**src/rtl/feather_pkg.sv**
```systemverilog
// feather_pkg: shared defaults, a clog2 helper and the flat-bus lane-slice macro for the feather PE output path
`define FEATHER_LANE(bus, k, w) bus[(k)*(w) +: (w)]
package feather_pkg;
  localparam int DEFAULT_PE_OUTPUT_WIDTH = 32;
  function automatic int clog2(input int n);
    int r;
    r = 0;
    for (int v = n - 1; v > 0; v = v >> 1) r++;
    return r;
  endfunction
endpackage

```
**src/rtl/feather_lane_fifo.sv**
```systemverilog
// feather_lane_fifo: small circular FIFO for one PE lane; a push into a full lane lands only if the head leaves the same cycle
module feather_lane_fifo #(
  parameter int W = 32,
  parameter int DEPTH = 4,
  parameter int LOG2_DEPTH = 2
) (
  input  logic         clk,
  input  logic         rst,
  input  logic         flush,
  input  logic         push,
  input  logic [W-1:0] push_data,
  input  logic         pop,
  output logic [W-1:0] head_data,
  output logic         empty,
  output logic         full
);
  logic [W-1:0] mem_q [DEPTH];
  logic [LOG2_DEPTH-1:0] wr_q, wr_d, rd_q, rd_d;
  logic [LOG2_DEPTH:0] cnt_q, cnt_d;
  logic wr_en;
  always_comb begin
    wr_en = push & (!full | pop) & !flush;
    wr_d = flush ? '0 : wr_q + LOG2_DEPTH'(wr_en);
    rd_d = flush ? '0 : rd_q + LOG2_DEPTH'(pop);
    cnt_d = flush ? '0 : cnt_q + (LOG2_DEPTH+1)'(wr_en) - (LOG2_DEPTH+1)'(pop);
  end
  assign empty = cnt_q == '0;
  assign full = cnt_q == (LOG2_DEPTH+1)'(DEPTH);
  assign head_data = mem_q[rd_q];
  always_ff @(posedge clk or posedge rst) begin
    if (rst) begin
      wr_q <= '0;
      rd_q <= '0;
      cnt_q <= '0;
    end else begin
      wr_q <= wr_d;
      rd_q <= rd_d;
      cnt_q <= cnt_d;
    end
  end
  always_ff @(posedge clk) begin
    if (wr_en) mem_q[wr_q] <= push_data;
  end
endmodule

```
**src/rtl/feather_pe_out_collector.sv**
```systemverilog
// feather_pe_out_collector: buffers per-PE result pulses and merges them round-robin into one tagged valid/ready stream
module feather_pe_out_collector
  import feather_pkg::*;
#(
  parameter int NUM_PES = 4,
  parameter int PE_OUTPUT_WIDTH = DEFAULT_PE_OUTPUT_WIDTH,
  parameter int PE_ID_WIDTH = clog2(NUM_PES),
  parameter int LANE_FIFO_DEPTH = 4,
  parameter int LOG2_LANE_FIFO_DEPTH = 2
) (
  input  logic                               clk,
  input  logic                               rst,
  input  logic [NUM_PES*PE_OUTPUT_WIDTH-1:0] i_pe_out_data,
  input  logic [NUM_PES-1:0]                 i_pe_out_valid,
  input  logic                               i_flush,
  output logic [PE_OUTPUT_WIDTH-1:0]         o_data,
  output logic [PE_ID_WIDTH-1:0]             o_pe_id,
  output logic                               o_valid,
  input  logic                               i_ready,
  output logic [NUM_PES-1:0]                 o_overflow,
  output logic                               o_idle
);
  logic [NUM_PES-1:0] req, masked, pop, full, empty, ovf_q, ovf_d;
  logic [PE_OUTPUT_WIDTH-1:0] head [NUM_PES];
  logic [PE_OUTPUT_WIDTH-1:0] data_q, data_d;
  logic [PE_ID_WIDTH-1:0] grant, rr_q, rr_d, pe_id_q, pe_id_d;
  logic valid_q, valid_d, load, take;
  for (genvar k = 0; k < NUM_PES; k++) begin : g_lane
    feather_lane_fifo #(
      .W(PE_OUTPUT_WIDTH),
      .DEPTH(LANE_FIFO_DEPTH),
      .LOG2_DEPTH(LOG2_LANE_FIFO_DEPTH)
    ) u_fifo (
      .clk(clk),
      .rst(rst),
      .flush(i_flush),
      .push(i_pe_out_valid[k]),
      .push_data(`FEATHER_LANE(i_pe_out_data, k, PE_OUTPUT_WIDTH)),
      .pop(pop[k]),
      .head_data(head[k]),
      .empty(empty[k]),
      .full(full[k])
    );
  end
  // masked priority encoder: lanes at or above rr_q win first, otherwise wrap to the lowest requester
  always_comb begin
    req = ~empty;
    for (int i = 0; i < NUM_PES; i++) masked[i] = req[i] & (PE_ID_WIDTH'(i) >= rr_q);
    grant = '0;
    for (int i = NUM_PES - 1; i >= 0; i--) if (req[i]) grant = PE_ID_WIDTH'(i);
    for (int i = NUM_PES - 1; i >= 0; i--) if (masked[i]) grant = PE_ID_WIDTH'(i);
    load = !valid_q | i_ready;
    take = load & (|req) & !i_flush;
    pop = take ? NUM_PES'(1) << grant : '0;
    valid_d = i_flush ? 1'b0 : load ? |req : valid_q;
    data_d = take ? head[grant] : data_q;
    pe_id_d = take ? grant : pe_id_q;
    rr_d = i_flush ? '0 : take ? ((grant == PE_ID_WIDTH'(NUM_PES - 1)) ? '0 : grant + 1'b1) : rr_q;
    ovf_d = i_flush ? '0 : ovf_q | (i_pe_out_valid & full & ~pop);
  end
  always_ff @(posedge clk or posedge rst) begin
    if (rst) begin
      valid_q <= 1'b0;
      data_q <= '0;
      pe_id_q <= '0;
      rr_q <= '0;
      ovf_q <= '0;
    end else begin
      valid_q <= valid_d;
      data_q <= data_d;
      pe_id_q <= pe_id_d;
      rr_q <= rr_d;
      ovf_q <= ovf_d;
    end
  end
  assign o_valid = valid_q;
  assign o_data = data_q;
  assign o_pe_id = pe_id_q;
  assign o_overflow = ovf_q;
  assign o_idle = !valid_q & ~|req;
endmodule

```
**config.mk**
```make
export PLATFORM = sky130hd
export DESIGN_NAME = feather_pe_out_collector
export DESIGN_NICKNAME = d
export VERILOG_FILES = /design/src/rtl/feather_pkg.sv /design/src/rtl/feather_lane_fifo.sv /design/src/rtl/feather_pe_out_collector.sv
export SDC_FILE = /design/constraint.sdc
export NUM_CORES = 1
export LEC_CHECK = 0
export CORE_ASPECT_RATIO = 1.5
export CORE_UTILIZATION = 45
export CTS_CLUSTER_DIAMETER = 80
export DETAILED_ROUTE_END_ITERATION = 8
export SLEW_MARGIN = 20
export SYNTH_ARGS = -nofsm -noshare
export SYNTH_HDL_FRONTEND = slang
export SYNTH_SLANG_ARGS = --single-unit
```
**constraint.sdc**
```tcl
create_clock -name clk -period 6.2 [get_ports clk]
set_clock_uncertainty 0.2 [all_clocks]
set_input_delay 1.24 -clock clk [delete_from_list [all_inputs] [get_ports clk]]
set_output_delay 1.24 -clock clk [all_outputs]
set_load 0.05 [all_outputs]
```
==> flow_metrics.tcl <==
set metrics [dict create \
    viasPerCell 5.43 \
    cp_max_fanout 5 \
    port_buffer_count 175 \
    total_grt_overflow 0 \
    slew_at_the_pin_closest_to_its_max_slew_limit_ns 0.969 \
    reg2reg_from "g_lane[2].u_fifo.cnt_q[1]$_DFF_PP0_" \
    fillers 3938 \
    detail_route.wirelength.met1_um 19600 \
    finalNetCount 1421 \
    timing.critical_path.buf_inv 1 \
    clkTransAtPathRegs_ns 0.06 \
    setup.worst_path.start_class "register" \
    path_class "reg -> out" \
    required_time_of_the_worst_setup_path_ns 4.76 \
    fraction_of_layout_cells_with_a_size_suffix_above_1_pct 20.8 \
    period_minus_slack_ns 4.18 \
    dp_slack_ns 1.66 \
    critical_hold_path_startpoint "o_data[20]$_DFFE_PP0N_" \
    ctsLongestPathBuffers 3 \
    status "finished, final reports clean" \
    cp-end-kind "primary output" \
    grt_pass1_wl_um 70700 \
    detailedRoute.firstIterationViolations 655 \
    area_delta_synth_final_pct 18.9 \
    dr.pass1.iters 5 \
    cpMostUsedCell "nor2_1" \
    placement_rows 100 \
    totalNegativeSetupSlack_ns 0 \
    grt_setup_unrepaired "no" \
    syn_area_per_cell_um2 21.3 \
    multiInputGateArea_um2 5130 \
    period_share_pct 67.4 \
    power_density_cells_nw_per_um2 423 \
    vias_in_the_first_global_route 11300 \
    io_pins 176 \
    synth.largest_area_cell "edfxtp_1" \
    finalWorstSetupSlack_ns 2.02 \
    clock_sinks 581 \
    cts_resized 0 \
    fmax_ghz 0.239 \
    timing.critical_path.cells "or3_4, nor2_1, nand3_1, nor2_1, clkdlybuf4s50_1" \
    yosys_register_bits 581 \
    seqCellArea_um2 17100 \
    fin_total_pwr_mw 11.3 \
    cts.root.buffer_cell "clkbuf_16" \
    initial_core_util_pct 45.5 \
    vias 10700 \
    totalWireLength_um 47000 \
    core_area_um2 49500 \
    crit_slowest_cell "clkdlybuf4s50_1" \
    crit_path_start "g_lane[3].u_fifo.cnt_q[1]$_DFF_PP0_" \
    worstSkewPairLatency_ns 0.58 \
    htree_levels 2 \
    top_signal_layer_used "met5" \
    synth_sequential_area_ratio_pct 75.8 \
    met2_wirelength_um 23600 \
    gp_congestion 0.778 \
    fp.dieW_um 185 \
    detailroute.wirelength.met3_um 2270 \
    max-cap-violations 0 \
    number_of_remaining_drc_errors 0 \
    synth-edff-count 512 \
    synthArstFlopShare_pct 11.9 \
    postCtsSetupBuffers 0 \
    report.final.slew_viol_count 0 \
    detailed_place_hpwl_um 30700 \
    total_leakage_power_nw 9.24 \
    critical-path-top-delay-family "simple AND/OR/NAND/NOR gates" \
    worst_ep_arrival_ns 2.74 \
    ys_top_cells_by_area "edfxtp_1 (68%), mux4_2 (13%), dfrtp_1 (7.7%)" \
    clock_tree_from_tritoncts "done" \
    cts_made_buffers 53 \
    detail_route_antenna_nets 0 \
    floorplan.die_area_um2 51100 \
    worst_vdd_rail_ir_drop_uv 340 \
    synthDominantCellAreaShare_pct 68.1 \
    postSynthNetCount 1217 \
    setup_violations 0 \
    min-delay-path-class "reg -> reg" \
    max_slew_margin_pct 35.4 \
    die_height_um 276 \
    hold_viol 0 \
    ys.warnings.count 0 \
    wl_per_cell_um 23.9 \
    pin_count_of_the_biggest_net_entering_global_routing 70 \
    syn_inst 1057 \
    global_router_s_overall_resource_usage_pct 19.0 \
    hold_buffers 0 \
    post_synth_num_cell_types 43 \
    synth_flop_cell "edfxtp_1" \
    slowest_delay_ns 0.82 \
    antenna_found_initial 4 \
    mapped_cell_area_um2 22600 \
]
-- cells in the mapped netlist (all sizes together) (4+ instances only) --
master	n
edfxtp	512
xnor2	12
nor3	8
a311o	4
xor2	4
a41oi	5
buf	27
o22ai	32
mux4	128
nor2	30
ha	20
nor3b	8
nor2b	13
mux2i	64
clkbuf	26
dfrtp	69
a21o	32
inv	28
and3	4
nand2	12
fa	4
-- state kept, by name (all words and copies together), names as in the netlist, 2 cells and up --
name / cells
rr_q: 2
g_lane.u_fifo.rd_q: 8
g_lane.u_fifo.mem_q: 512
g_lane.u_fifo.cnt_q: 12
o_pe_id: 2
o_data: 32
o_overflow: 4
g_lane.u_fifo.wr_q: 8
-- power by group --
group,switching [mW],leakage [nW],total [mW],internal (mW)
clock network,1.37,0.818,3.19,1.82
logic,1.96,2.89,3.37,1.41
registers,0.197,5.53,4.79,4.59
total,3.53,9.24,11.3,7.82
-- cells by family after synthesis --
group / share of synthesized area (%)
AOI/OAI and AO/OA: 2.76
adders and majority gates: 1.46
buffers and inverters: 1.77
and+or+nand+nor: 1.99
muxes: 15.6
DFF: 75.8
xor gates and xnor gates: 0.621
-- cell type report --
type                            instances  share of cell area (%)
Tap cell                              663                    3.09
Timing Repair Buffer                  202                    7.28
Clock buffer                           72                    5.48
Clock inverter                         22                   0.825
Multi-Input combinational cell        395                    19.1
Inverter                               28                   0.415
Antenna cell                            1                 0.00933
Sequential cell                       581                    63.8
-- metal layers --
| metal | global-route usage, % | vias to the layer above |
|---|---|---|
| met1 | 25.9 | 5604 |
| met4 | 6.36 | 6 |
| met5 | 0 | - |
| li1 | - | 4713 |
| met3 | 2.90 | 79 |
| met2 | 31.1 | 254 |
-- metrics by stage --
stage          hold WS [ns]  area (um^2)  util [%]  cells
6_report              0.277        26800      54.2   1964
5_1_grt               0.297        26800      54.2   1964
4_1_cts               0.281        26800      54.1   1963
3_5_place_dp          0.267        25100      50.7   1869
3_3_place_gp          0.260        25100      50.7   1869
2_1_floorplan         0.355        22600         -   1057
-- placed cells by master (no fill, tap or decap), types with 7 or more instances in the layout --
cell type / instances
edfxtp_1: 512
clkdlybuf4s50_1: 175
mux4_2: 128
dfrtp_1: 65
mux2i_1: 64
clkbuf_16: 55
o22ai_1: 32
a21o_1: 32
nor2_1: 30
buf_4: 27
inv_1: 21
ha_1: 20
clkbuf_1: 14
nor2b_1: 13
xnor2_1: 12
nand2_1: 7
clkinv_2: 7
-- worst paths after layout --
check	end	slack (ns)	depth (start not counted)
min reg2reg	o_data[20]$_DFFE_PP0N_	0.28	1
min in group asynchronous	o_data[1]$_DFFE_PP0N_	1.06	3
max in group asynchronous	g_lane[1].u_fifo.rd_q[0]$_DFF_PP0_	4.05	3
max	o_idle	2.02	5
max reg2reg	g_lane[1].u_fifo.mem_q[3][15]$_DFFE_PP_	2.18	9
min	o_data[20]$_DFFE_PP0N_	0.28	1
-- worst reg2reg max path, cell delays in order, from the launching register on --
cell	delay [ns]
dfrtp_1	0.44
nor3_2	0.43
nor2_1	0.09
o32a_4	0.40
inv_4	0.40
ha_1	0.26
nand2_2	0.07
a311o_2	0.47
inv_2	0.09
and3_2	0.75
No activity file was read; power rests on OpenSTA's default activity.
